==> config.mk <==
export PLATFORM = sky130hd
export DESIGN_NAME = operand_feeder
export DESIGN_NICKNAME = d
export VERILOG_FILES = /design/src/rtl/operand_feeder.sv
export SDC_FILE = /design/constraint.sdc
export NUM_CORES = 1
export LEC_CHECK = 0
export ABC_AREA = 1
export BUFFER_PORTS_ARGS = -buffer_cell sky130_fd_sc_hd__buf_2
export CAP_MARGIN = 20
export CORE_UTILIZATION = 51
export DETAILED_ROUTE_END_ITERATION = 7
export GPL_ROUTABILITY_DRIVEN = 0
export HOLD_SLACK_MARGIN = 0.06
export PLACE_DENSITY = 0.81
export SYNTH_ARGS = -nofsm -noshare
export SYNTH_HDL_FRONTEND = slang
export SYNTH_SLANG_ARGS = --single-unit
==> constraint.sdc <==
create_clock -name clk -period 1.8 [get_ports clk]
set_input_delay 0.18 -clock clk [delete_from_list [all_inputs] [get_ports clk]]
set_output_delay 0.18 -clock clk [all_outputs]
set_load 0.01 [all_outputs]
==> src/rtl/operand_feeder.sv <==
// operand_feeder: streams cnt_max x num_groups float32 operands from a sync BRAM over stb/ack.
// Ports: clk/rst (async active-low); start, base_addr, num_groups, cnt_max run request;
// mem_addr/mem_en/mem_rdata BRAM read port; output_z/output_z_stb/output_z_ack operand stream;
// idx position in group; last (only with FEEDER_LAST_EN) final operand of group; busy, done, state.
module operand_feeder #(
  parameter int DATA_W = 32,
  parameter int ADDR_W = 8,
  parameter int CNT_W  = 3
) (
  input  logic              clk,
  input  logic              rst,
  input  logic              start,
  input  logic [ADDR_W-1:0] base_addr,
  input  logic [ADDR_W-1:0] num_groups,
  input  logic [CNT_W-1:0]  cnt_max,
  output logic [ADDR_W-1:0] mem_addr,
  output logic              mem_en,
  input  logic [DATA_W-1:0] mem_rdata,
  output logic [DATA_W-1:0] output_z,
  output logic              output_z_stb,
  input  logic              output_z_ack,
  output logic [CNT_W-1:0]  idx,
`ifdef FEEDER_LAST_EN
  output logic              last,
`endif
  output logic              busy,
  output logic              done,
  output logic [2:0]        state
);
  typedef enum logic [2:0] {IDLE, READ, WAIT, SEND, DONE} state_t;
  state_t st, st_nx;
  logic [ADDR_W-1:0] groups, grp;
  logic [CNT_W-1:0] cm;
  logic xfer, idx_end, grp_end;
  assign xfer    = st == SEND && output_z_stb && output_z_ack;
  assign idx_end = idx == cm - CNT_W'(1);
  assign grp_end = grp == groups - ADDR_W'(1);
  assign state   = st;
  always_comb begin
    st_nx = st;
    case (st)
      IDLE:    st_nx = !start ? IDLE : (cnt_max == '0 || num_groups == '0) ? DONE : READ;
      READ:    st_nx = WAIT;
      WAIT:    st_nx = SEND;
      SEND:    st_nx = !xfer ? SEND : (idx_end && grp_end) ? DONE : READ;
      default: st_nx = IDLE;
    endcase
  end
  always_ff @(posedge clk or negedge rst)
    if (!rst) st <= IDLE;
    else st <= st_nx;
  // mem_en/busy/done are registered from the next state so they line up with state
  always_ff @(posedge clk or negedge rst)
    if (!rst) begin
      mem_addr     <= '0;
      mem_en       <= 1'b0;
      output_z     <= '0;
      output_z_stb <= 1'b0;
      idx          <= '0;
      busy         <= 1'b0;
      done         <= 1'b0;
      groups       <= '0;
      grp          <= '0;
      cm           <= '0;
`ifdef FEEDER_LAST_EN
      last         <= 1'b0;
`endif
    end else begin
      mem_en <= st_nx == READ;
      busy   <= st_nx != IDLE;
      done   <= st_nx == DONE;
      if (st == IDLE && start) begin
        mem_addr <= base_addr;
        groups   <= num_groups;
        cm       <= cnt_max;
        idx      <= '0;
        grp      <= '0;
      end
      if (st == WAIT) begin
        output_z     <= mem_rdata;
        output_z_stb <= 1'b1;
`ifdef FEEDER_LAST_EN
        last         <= idx_end;
`endif
      end
      if (xfer) begin
        output_z_stb <= 1'b0;
        mem_addr     <= mem_addr + ADDR_W'(1);
        idx          <= idx_end ? '0 : idx + CNT_W'(1);
        grp          <= idx_end ? grp + ADDR_W'(1) : grp;
`ifdef FEEDER_LAST_EN
        last         <= 1'b0;
`endif
      end
    end
endmodule

======== Word-level counts from Yosys, hierarchy flattened ========
Index checks and enable logic that the tools add are counted.
word-level totals
  bits in registers ....................... 69
  bits of input ports ..................... 55
operators by class
  add/sub/neg operators ................... 5
  equality and inequality tests ........... 8
  multiplexer cells ....................... 15
  reduce and logical (&&, ||, !) cells .... 12
operator list
  kind                 number
  $mux 8               5
  $mux 3               7
  $add 8x1->8 const B  2
  $pmux 3 s4           1
  $eq 8x8->1           1
  $logic_not 8->1      1
  $sub 8x1->8 const B  1
  $eq 3x1->1 const B   2
  $eq 3x2->1 const B   2
  $logic_not 3->1      2
  $logic_and 1x1->1    4
  $reduce_bool 2->1    2
  $add 3x1->3 const B  1
  $eq 3x3->1           1
  $eq 3x3->1 const B   1
  $reduce_bool 3->1    1
  $sub 3x1->3 const B  1
  $mux 1               2
  $ne 2x1->1 const B   1
  $reduce_and 2->1     1
  $logic_or 1x1->1     1

======== Longest topological paths before layout ========
Gate-level depths: netlist of run 1.
  depth after elaboration ................. 7
  depth in mapped cells ................... 14
  depth with buffers taken out ............ 14

======== Least setup slack after synthesis of run 1 ========
Ideal clock, no wire load.
  path type ............................... register -> register
  from .................................... register cm[0]
  to ...................................... register busy
  arrival ................................. 1.512 ns
  required time ........................... 1.674 ns
  setup slack ............................. 0.162 ns
  stages on the path, launching flop included .. 11
  path buffers ............................ 0
  period minus slack after synthesis ...... 1.638 ns
  cells stage by stage .................... dfrtp_1 inv_1 ha_1 xor2_1 nand2_1 nor2_4 nand3_2 nor2_4 nand2_2 a21oi_4 nand3_2
between the ends
  longest elaborated chain between the ends .. 7
ends and longest elaborated chain
  element                 line  text
  from (decl)             33    logic [CNT_W-1:0] cm;
  from (signal assigned)  75    cm <= cnt_max;
  $sub 3x1->3             36    assign idx_end = idx == cm - CNT_W'(1);
  $eq 3x3->1              36
  $logic_and 1x1->1       45    SEND: st_nx = !xfer ? SEND : (idx_end && grp_end) ? DONE : READ;
  $mux 3 (2 in a row)     45
  $pmux 3 s4              41    case (st)
  $reduce_bool 3->1       70    busy <= st_nx != IDLE;
  to (signal assigned)    60    busy <= 1'b0;
  to (signal assigned)    70
  to (decl)               26    output logic busy,
Every way passes these cells.
A chain may end at the register's enable or synchronous reset.

======== Worst setup path after layout of run 1 ========
Ends and elaborated chain as after synthesis.

==> results.md, run 1 <==
* Max Fclk at around 560 MHz
* Top post-synthesis cells by area: dfrtp_1 52%, nand2_1 19%, inv_1 4.6%
* Setup crit end kind: flop
* Buffers on Ports at 104
* Via/cell ratio at just over 5
* Initial Utilization at a little over half
* Synth top area share at 51.76%
* Max Slew Vio Count at 0
* Worst path slowest cell: dfrtp_1
* Dpl hpwl at 5.390 mm
* First-pass GRT wire length at 14.86 mm
* Worst-Margin Slew at 541.3 ps
* Antenna violations before repair at 0
* Clock latency on the worst-skew pair at 340 ps
* Total number of vias at 3246
* Delay-heaviest family, CP: simple AND/OR/NAND/NOR gates
* Ys flop type: dfrtp_1
* Psw at 0.0006531 W
* Overflow after GRT at 0
* Seq/Total Area, Yosys at between 50 and 60%
* H-tree level count at 3
* Post-synth top cells: 170 x nand2_1, 69 x dfrtp_1, 41 x inv_1
* Total GRT Usage at about 27%
* Synth Warn # at 0
* Gate Count Post-Synth at slightly above 400
* Post-Layout Inst Area at around 4600 um^2
* CTS tree: yes
* Worst Skew at roughly 6.7 ps
* Synth Net Count at 470
* Max-Cap Viols at 0
* Multi-input gate area at between 1000 and 1500 um^2
* Most instantiated library cell after synthesis: nand2_1
* Sw frac at roughly 22%
* Worst vdd ir at about 0.47 mV
* Total CTS buffers at 9
* Number of setup violations in the final report at 0
* Crit Path Class: flop to flop
* PwrDens at 646.5 nW/um^2
* Unrepaired setup endpoints after global routing: true
* CP max stage delay at between 300 and 400 ps
* Slew headroom at roughly 64%
* TritonRoute pass-1 iters at 5
* Crit path cell chain: inv_2, ha_4, xor2_2, nand2_2, nor2_4, nand3_2, nor2_4, nand2_2, a21oi_4, nand3_2
* # rows at 29
* Pre-CTS WS at 54.88 ps
* Drt wl/cell at 13.75 um
* Min-Delay Path Class: input port to flop
* Yosys top cell by area: dfrtp_1
* Worst Path Arrival at ~2000 ps
* Async SR Flop Fraction at 100.0%
* # IOs at approximately 110
* Die Ht at 82.88 um
* FF/Latch Area at approximately 1700 um^2
* Worst EP required at a little over 2000 ps
* Clock sink count at a little under 70
* Final period util at a little over nine tenths
* CP max FO at 4
* Placed insts at ~590
* Period minus WS final at ~1800 ps
* Core Area at approximately 6300 um^2
* Leakage at around 2.4 nW
* Final Non-Filler Cells at about 640
* Die Width at slightly above 80 um
* Full die area at between 6000 and 7000 um^2
* WP buf/inv at 1
* # fillers at approximately 470
* Final WS setup at around 26 ps
* Fin. Hold Viols at 0
* CTS Buffer Depth at 2
* Share of cells above drive strength 1 at between 20% and 30%
* Hold Path Origin: base_addr[2]
* Reg2reg start: cm[0]$_DFFE_PN0P_
* Kind of start point of the critical path: flop
* Final ANT Viol Nets at 0
* Diodes inserted at 0
* Mapped Avg Cell Area at about 8.1 um^2
* Mapped Area at between 3000 and 4000 um^2
* Flop pwr share at ~52%
* FF+latch count, synth at between 60 and 70
* EDFF count, synth at 0
* Nets at 620
* Synth cell types at 30
* Critical Path Source: cm[0]$_DFFE_PN0P_
* Clock Root Buffer: clkbuf_8
* Routed WL at approximately 8.8 mm
* Internal Power at ~0.0023 W
* CTS clock-pin slew for the worst setup and hold paths at roughly 70 ps
* Largest net degree at the start of global routing at 70
* Syn-to-layout area delta at 37.62%
* Status: complete, no violations
* Residual DRC at 0
* Comb power frac at 5.5%
* Cell Area, Placed at 3960 um^2
* DRT iter0 DRCs at 189
* Vias in the first global route at between 3000 and 4000
* Clock power share at 42.3%
## routing by layer
layer | wire length [um] | vias up | global-route usage [%]
met3 | 651 | 27 | 8.052
met2 | 4382 | 136 | 43.89
met4 | 233 | 0 | 14.58
li1 | - | 1584 | -
met1 | 3544 | 1499 | 33.22
met5 | 0 | - | 0
## power by group through the flow
stage | registers [W] | clock network (W) | logic [W]
floorplan | 0.00158 | 0 | 0.00000619
detailed placement | 0.00158 | 0 | 0.000103
global route | 0.00155 | 0.00134 | 0.000181
finish | 0.00155 | 0.00125 | 0.000164
CTS | 0.00155 | 0.00127 | 0.000160
global placement | 0.00158 | 0 | 0.000102
## sequential cells by signal, summed over array words and instances, names as in the netlist, 3 cells and up
| register | count |
|---|---|
| cm | 3 |
| groups | 8 |
| grp | 8 |
| idx | 3 |
| mem_addr | 8 |
| output_z | 32 |
| state | 3 |
## worst paths after layout
kind | slack (ps) | cells after the start | end
worst max-delay path | 30 | 10 | busy$_DFF_PN0_
worst min-delay path | 60 | 3 | mem_addr[2]$_DFFE_PN0P_
worst max register to register | 30 | 10 | busy$_DFF_PN0_
worst min register to register | 470 | 2 | output_z[11]$_DFFE_PN0P_
max in group asynchronous | 1120 | 3 | output_z[24]$_DFFE_PN0P_
min in group asynchronous | 390 | 3 | groups[2]$_DFFE_PN0P_
## cell usage in the layout (no fill, tap or decap)
cell type | netlist | final
a21oi_1 | 2 | 2
a21oi_4 | 1 | 1
a31oi_1 | 1 | 1
buf_12 | 0 | 2
buf_2 | 3 | 104
buf_4 | 0 | 8
bufinv_16 | 0 | 1
clkbuf_1 | 6 | 1
clkbuf_8 | 0 | 10
clkinv_2 | 0 | 2
clkinv_4 | 0 | 1
dfrtp_1 | 69 | 69
dlygate4sd3_1 | 0 | 35
ha_1 | 5 | 3
ha_4 | 0 | 2
inv_1 | 41 | 38
inv_2 | 5 | 8
nand2_1 | 170 | 167
nand2_2 | 5 | 8
nand2_4 | 2 | 2
nand3_1 | 21 | 21
nand3_2 | 5 | 5
nand3b_1 | 1 | 1
nand4_1 | 4 | 4
nor2_1 | 16 | 16
nor2_2 | 3 | 3
nor2_4 | 3 | 3
nor3_1 | 1 | 1
nor3_4 | 0 | 1
o211ai_1 | 6 | 6
o21ai_0 | 21 | 20
o21ai_1 | 1 | 2
o22ai_1 | 4 | 4
o311ai_0 | 1 | 1
o32ai_1 | 1 | 1
xnor2_1 | 4 | 4
xor2_1 | 6 | 5
xor2_2 | 0 | 1
## layout make-up
cell class / count / area share (%)
sequential: 69 / 37.61
multi-input combinational: 285 / 31.23
clock buffer: 11 / 3.080
inverter: 46 / 3.761
tap: 77 / 2.099
clock inverter: 4 / 1.063
timing repair buffer: 149 / 21.15
## metrics by stage
step / TNS (ps) / power [W] / utilization, % / hold slack (ps)
after floorplan: 0 / 0.001586 / - / -115.6
after global placement: 0 / 0.001682 / 62.72 / 230.0
after detailed placement: 0 / 0.001683 / 62.72 / 228.4
after CTS: 0 / 0.002979 / 71.28 / 60.64
after global routing: -292.7 / 0.003067 / 72.71 / 72.39
final: 0 / 0.002968 / 72.71 / 61.18
## worst reg2reg max path, stage by stage, from the launching register on
cell and delay (ps):
dfrtp_1 370, inv_2 60, ha_4 270, xor2_2 140
nand2_2 90, nor2_4 160, nand3_2 110, nor2_4 120
nand2_2 80, a21oi_4 180, nand3_2 80
## repair_timing
| item | 4_1_cts | 5_1_grt |
|---|---|---|
| setup buffers | 0 | 5 |
| hold endpoints to repair | 103 | 0 |
| endpoints found under the setup margin | 0 | 10 |
| resized for setup | 0 | 11 |
| hold buffers | 35 | 0 |
## kinds of logic (layout without fill, tap and decap cells)
kind of cell	count (synthesis)	in the layout	synth area share [%]
AOI/OAI and AO/OA	38	38	6.902
xor gates and xnor gates	10	10	2.626
adders and majority gates	5	5	1.875
buffers and inverters	56	210	6.639
DFF	69	69	51.76
and+or+nand+nor	232	232	30.19
Note: power is estimated with default switching activity, not from simulation.
==> inputs of run 2 (changes only) <==
--- a/config.mk
+++ b/config.mk
@@ -12,6 +12,7 @@
 export DETAILED_ROUTE_END_ITERATION = 7
 export GPL_ROUTABILITY_DRIVEN = 0
 export HOLD_SLACK_MARGIN = 0.06
+export MAX_ROUTING_LAYER = met4
 export PLACE_DENSITY = 0.81
 export SYNTH_ARGS = -nofsm -noshare
 export SYNTH_HDL_FRONTEND = slang
==> results.md, run 2 (synthesized netlist as in run 1, its figures left out) <==
* Status: complete, no violations
* Crit path depth at 10
* Crit Path Class: flop to flop
* # fillers at 466
* Drt wl/cell at 13.78 um
* Worst vdd ir at between 0.4 and 0.5 mV
* Slew headroom at roughly 63%
* Share of cells above drive strength 1 at 28.72%
* Pre-CTS WS at 54.88 ps
* Leakage at roughly 2.4 nW
* Worst reg2reg path depth at 10
* Worst EP required at between 2000 and 2500 ps
* Final period util at approximately 98%
* Largest net degree at the start of global routing at 70
* Total CTS buffers at 9
* Vias in the first global route at between 3000 and 4000
* Buffers on Ports at 104
* Fin. Hold Viols at 0
* Worst-Margin Slew at 549.0 ps
* Final ANT Viol Nets at 0
* Syn-to-layout area delta at 37.62%
* Delay-heaviest family, CP: simple AND/OR/NAND/NOR gates
* First-pass GRT wire length at 14.87 mm
* CTS tree: yes
* WP buf/inv at 1
* Via/cell ratio at between 5 and 6
* H-tree level count at 3
* Total number of vias at 3232
* Period minus WS final at roughly 1800 ps
* Commonest non-fill, non-tap cells in the layout: 167 x nand2_1, 104 x buf_2, 69 x dfrtp_1
* Crit path cell chain: inv_2, ha_4, xor2_2, nand2_2, nor2_4, nand3_2, nor2_4, nand2_2, a21oi_4, nand3_2
* # IOs at 105
* Final Util at 72.71%
* Min-Delay Path Class: input port to flop
* Clock Root Buffer: clkbuf_8
* Worst path slowest cell: dfrtp_1
* Residual DRC at 0
* Overflow after GRT at 0
* CTS Buffer Depth at 2
* Diodes inserted at 0
* Setup crit end kind: flop
* Antenna violations before repair at 0
* Worst hold margin at 65.62 ps
* Core Area at 6314 um^2
* Clock latency on the worst-skew pair at around 340 ps
* Nets at 620
* Dpl hpwl at roughly 5.4 mm
* Unrepaired setup endpoints after global routing: true
* Worst Path Arrival at ~2000 ps
* Max-Cap Viols at 0
* CP max stage delay at about 370 ps
* Die Width at roughly 83 um
* CTS clock-pin slew for the worst setup and hold paths at 70 ps
* Full die area at about 6900 um^2
* Max reg flops at 32
* Total GRT Usage at 28.09%
* Max Slew Vio Count at 0
* # rows at 29
* Initial Utilization at between 50% and 60%
* PwrDens at ~650 nW/um^2
* Routed WL at approximately 9 mm
* Final WS setup at roughly 27 ps
* Number of setup violations in the final report at 0
* Max Fclk at 564.2 MHz
* Commonest non-fill, non-tap cell in the layout: nand2_1
* Clock sink count at just under 70
* Die Ht at 82.88 um
* Worst Skew at around 4.5 ps
* Top reg by flops: output_z
* DRT iter0 DRCs at about 190
* TritonRoute pass-1 iters at 4
* Hold depth at 3
* Kind of start point of the critical path: flop
* CP max FO at 4
## run 2: layout make-up
class | count | area (um^2) | area share [%]
Clock buffer | 11 | 141.4 | 3.080
Sequential cell | 69 | 1727 | 37.61
Clock inverter | 4 | 48.80 | 1.063
Timing Repair Buffer | 149 | 970.9 | 21.15
Inverter | 46 | 172.7 | 3.761
Multi-Input combinational cell | 285 | 1434 | 31.23
Tap cell | 77 | 96.34 | 2.099
## run 2: where the power goes
part	switching (W)	total, W	internal, W
sequential	0	0.00155	0.00155
combinational	0.0000674	0.000164	0.0000970
clock	0.000581	0.00125	0.000669
total	0.000649	0.00296	0.00231
## run 2: through the flow
stage	cell area, um^2	total power [W]	instances	TNS [ps]
4_1_cts	4501	0.002979	636	0
2_1_floorplan	3336	0.001586	410	0
5_1_grt	4591	0.003065	641	-294.6
3_5_place_dp	3960	0.001683	586	0
6_report	4591	0.002964	641	0
3_3_place_gp	3960	0.001682	586	0
## run 2: worst paths after layout
path	startpoint	end	slack (ps)
max	cm[0]$_DFFE_PN0P_	busy$_DFF_PN0_	30
min	base_addr[2]	mem_addr[2]$_DFFE_PN0P_	70
max reg2reg	cm[0]$_DFFE_PN0P_	busy$_DFF_PN0_	30
min reg2reg	output_z[11]$_DFFE_PN0P_	output_z[11]$_DFFE_PN0P_	470
max in group asynchronous	rst	output_z[24]$_DFFE_PN0P_	1120
min in group asynchronous	rst	groups[3]$_DFFE_PN0P_	390
## run 2: timing repair
action	CTS	global route
hold buffers	35	0
buffers inserted	0	5
setup endpoints to repair	0	10
gates resized for setup	0	11
hold endpoints to repair	103	0
## run 2: tightest hold or removal path, cell delays in order
cell     delay (ps)
buf_2            70
nand2_1          40
nand3_1          70
## run 2: layer usage
layer / track usage (%) / wire length (um) / up-vias
met5: - / 0 / -
met4: 14.58 / 255 / 0
met3: 6.163 / 507 / 28
met2: 44.11 / 4376 / 103
met1: 34.22 / 3692 / 1518
li1: - / - / 1583
==> inputs of run 3 (changes only) <==
--- a/config.mk
+++ b/config.mk
@@ -5,15 +5,14 @@
 export SDC_FILE = /design/constraint.sdc
 export NUM_CORES = 1
 export LEC_CHECK = 0
-export ABC_AREA = 1
 export BUFFER_PORTS_ARGS = -buffer_cell sky130_fd_sc_hd__buf_2
 export CAP_MARGIN = 20
-export CORE_UTILIZATION = 51
+export CORE_UTILIZATION = 50
 export DETAILED_ROUTE_END_ITERATION = 7
 export GPL_ROUTABILITY_DRIVEN = 0
 export HOLD_SLACK_MARGIN = 0.06
 export MAX_ROUTING_LAYER = met4
-export PLACE_DENSITY = 0.81
+export PLACE_DENSITY = 0.8
 export SYNTH_ARGS = -nofsm -noshare
 export SYNTH_HDL_FRONTEND = slang
 export SYNTH_SLANG_ARGS = --single-unit
==> results.md, run 3 <==
* Nets at between 400 and 500
* TritonRoute pass-1 iters at 4
* Commonest non-fill, non-tap cell in the layout: buf_2
* Antenna violations before repair at 0
* CTS Buffer Depth at 2
* Crit path cell chain: inv_1, ha_1, xor2_2, nand3_4, or3_4, o31ai_1
* Post-synth top cells: 69 x dfrtp_1, 34 x mux2_2, 33 x nand2_1
* Clock Root Buffer: clkbuf_8
* Mux cell area share after synthesis at 12.50%
* Reg2reg start: cm[0]$_DFFE_PN0P_
* CP max FO at 6
* Final Util at between 60% and 70%
* Drt wl/cell at between 10 and 15 um
* Largest net degree at the start of global routing at 42
* Tot Pwr at ~0.007 W
* H-tree level count at 3
* Synth top area share at between 50% and 60%
* Setup crit end kind: flop
* Number of setup violations in the final report at 0
* # IOs at around 110
* Synth cell types at 42
* Buffers on Ports at around 100
* Core Area at 5991 um^2
* Max Slew Vio Count at 0
* Synth Warn # at 0
* Flop pwr share at between 30% and 40%
* Worst Path Arrival at 2010 ps
* CP max stage delay at slightly below 400 ps
* Async SR Flop Fraction at 100.0%
* Via/cell ratio at 5.409
* Die Ht at a little over 80 um
* Overflow after GRT at 0
* Syn-to-layout area delta at 32.82%
* Clock power share at between 10% and 20%
* Post-synthesis adder-cell area fraction at about 2.0%
* Die Width at a little over 80 um
* Diodes inserted at 0
* Worst path slowest cell: or3_4
* Placed insts at 460
* Routed WL at ~7.2 mm
* Final ANT Viol Nets at 0
* Vias in the first global route at between 2000 and 2500
* Ys flop type: dfrtp_1
* Total CTS buffers at 9
* Max reg flops at 32
* Min-Delay Path Class: input port to flop
* Most instantiated library cell after synthesis: dfrtp_1
* Top post-synthesis cells by area: dfrtp_1 55%, mux2_2 12%, nand2_1 3.9%
* TNS Setup at 0 ps
* CTS tree: yes
* Final Non-Filler Cells at 482
* Leakage at 2.007 nW
* PwrDens at approximately 1700 nW/um^2
* Fin. Hold Viols at 0
* Worst-Margin Slew at about 390 ps
* Hold Path Origin: num_groups[3]
* Commonest non-fill, non-tap cells in the layout: 104 x buf_2, 69 x dfrtp_1, 34 x mux2_2
* Max-Cap Viols at 0
* Period minus WS final at between 1500 and 2000 ps
* Kind of start point of the critical path: flop
* Post-Layout Inst Area at between 4000 and 5000 um^2
* Seq/Total Area, Yosys at about 55%
* Complex-gate fraction of the synthesized area at around 8.4%
* Synth Net Count at approximately 340
* Clock sink count at just under 70
* Top reg by flops: output_z
* Largest family of logic cells by synthesized area: simple AND/OR/NAND/NOR gates
* # rows at 28
* Clock latency on the worst-skew pair at approximately 340 ps
* Critical Path Source: cm[0]$_DFFE_PN0P_
* Crit Path Class: flop to flop
* Dpl hpwl at 5.298 mm
* Residual DRC at 0
* Final period util at between 90% and 100%
* CTS clock-pin slew for the worst setup and hold paths at 70 ps
* Mapped Area at 3142 um^2
* Gate Count Post-Synth at ~280
* Initial Utilization at roughly 52%
* Sw frac at about 37%
* Worst EP required at a little over 2000 ps
* Psw at around 0.0026 W
* Comb power frac at a little over two fifths
* Status: complete, no violations
* First-pass GRT wire length at 11.26 mm
* Full die area at about 6600 um^2
* Post-Synth XOR/XNOR Area at between 4 and 5%
* EDFF count, synth at 0
* Max Fclk at approximately 570 MHz
* # fillers at around 480
* Mapped Avg Cell Area at roughly 11 um^2
* Cell Area, Placed at 3860 um^2
* Share of cells above drive strength 1 at between 40% and 50%
* Slew headroom at 74.15%
* Worst vdd ir at ~1.0 mV
* Total number of vias at 2607
* DRT iter0 DRCs at between 100 and 150
* Worst Skew at ~5.6 ps
* Total GRT Usage at between 20% and 30%
* Post-Synth Simple-Gate Area at between 10% and 20%
* FF+latch count, synth at 69
* Internal Power at 0.004488 W
* Yosys top cell by area: dfrtp_1
## run 3: metrics by stage
step	setup slack, ps	hold slack (ps)
after floorplan	160.3	-115.6
after global placement	50.85	106.9
after detailed placement	-39.88	106.9
final	39.64	61.76
after global routing	-42.62	60.12
after CTS	14.76	60.63
## run 3: final cells by class
type / instances / area (um^2) / area share (%)
flip-flops and latches: 69 / 1727 / 41.38
multi-input cells: 190 / 1410 / 33.79
repair buffers: 126 / 725.7 / 17.39
clock buffers: 11 / 141.4 / 3.388
well taps: 75 / 93.84 / 2.249
clock inverters: 4 / 48.80 / 1.169
inverters: 7 / 26.28 / 0.6297
## run 3: what timing repair did
| item | in CTS | in global routing |
|---|---|---|
| pin swaps | 1 | 2 |
| hold endpoints to repair | 17 | 1 |
| hold buffers | 5 | 1 |
| buffers inserted | 0 | 1 |
| resized for setup | 1 | 10 |
| endpoints found under the setup margin | 5 | 8 |
## run 3: final timing paths
kind	slack (ps)	cells past startpoint	to
setup reg to reg	40	6	grp[6]$_DFFE_PN0P_
max in group asynchronous	980	3	groups[2]$_DFFE_PN0P_
setup / recovery	40	6	grp[6]$_DFFE_PN0P_
min in group asynchronous	280	2	mem_addr[4]$_DFFE_PN0P_
hold / removal	60	3	groups[3]$_DFFE_PN0P_
hold reg to reg	500	1	output_z[15]$_DFFE_PN0P_
## run 3: layer usage
layer / wire, um / GRT usage (%) / vias to the layer above / share of wire [%]
li1: - / - / 1244 / -
met2: 3656 / 38.67 / 83 / 51
met5: 0 / - / - / 0
met1: 2991 / 27.75 / 1265 / 42
met4: 167 / 11.79 / 0 / 2.3
met3: 342 / 4.382 / 15 / 4.8
## run 3: worst max-delay path: cells and delay by family, from the launching register on
family | cells | cell delay, ps
AO/OA/AOI/OAI | 1 | 190
AND/OR/NAND/NOR | 2 | 540
XOR/XNOR | 1 | 210
adder cells (fa/ha/maj) | 1 | 320
flip-flops | 1 | 350
buffers and inverters | 1 | 60
## run 3: cells by family after synthesis
group           Yosys count
simple gates             94
flops                    69
compound gates           41
mux                      35
buf+inv                  17
xor+xnor                 15
fa+ha+maj                 5
## run 3: power by group through the flow
stage	Clock [W]	Combinational, W	Sequential [W]
after global placement	0	0.00285	0.00272
after detailed placement	0	0.00297	0.00276
final	0.00122	0.00310	0.00277
after floorplan	0	0.00159	0.00295
after global routing	0.00130	0.00341	0.00286
after CTS	0.00124	0.00299	0.00274
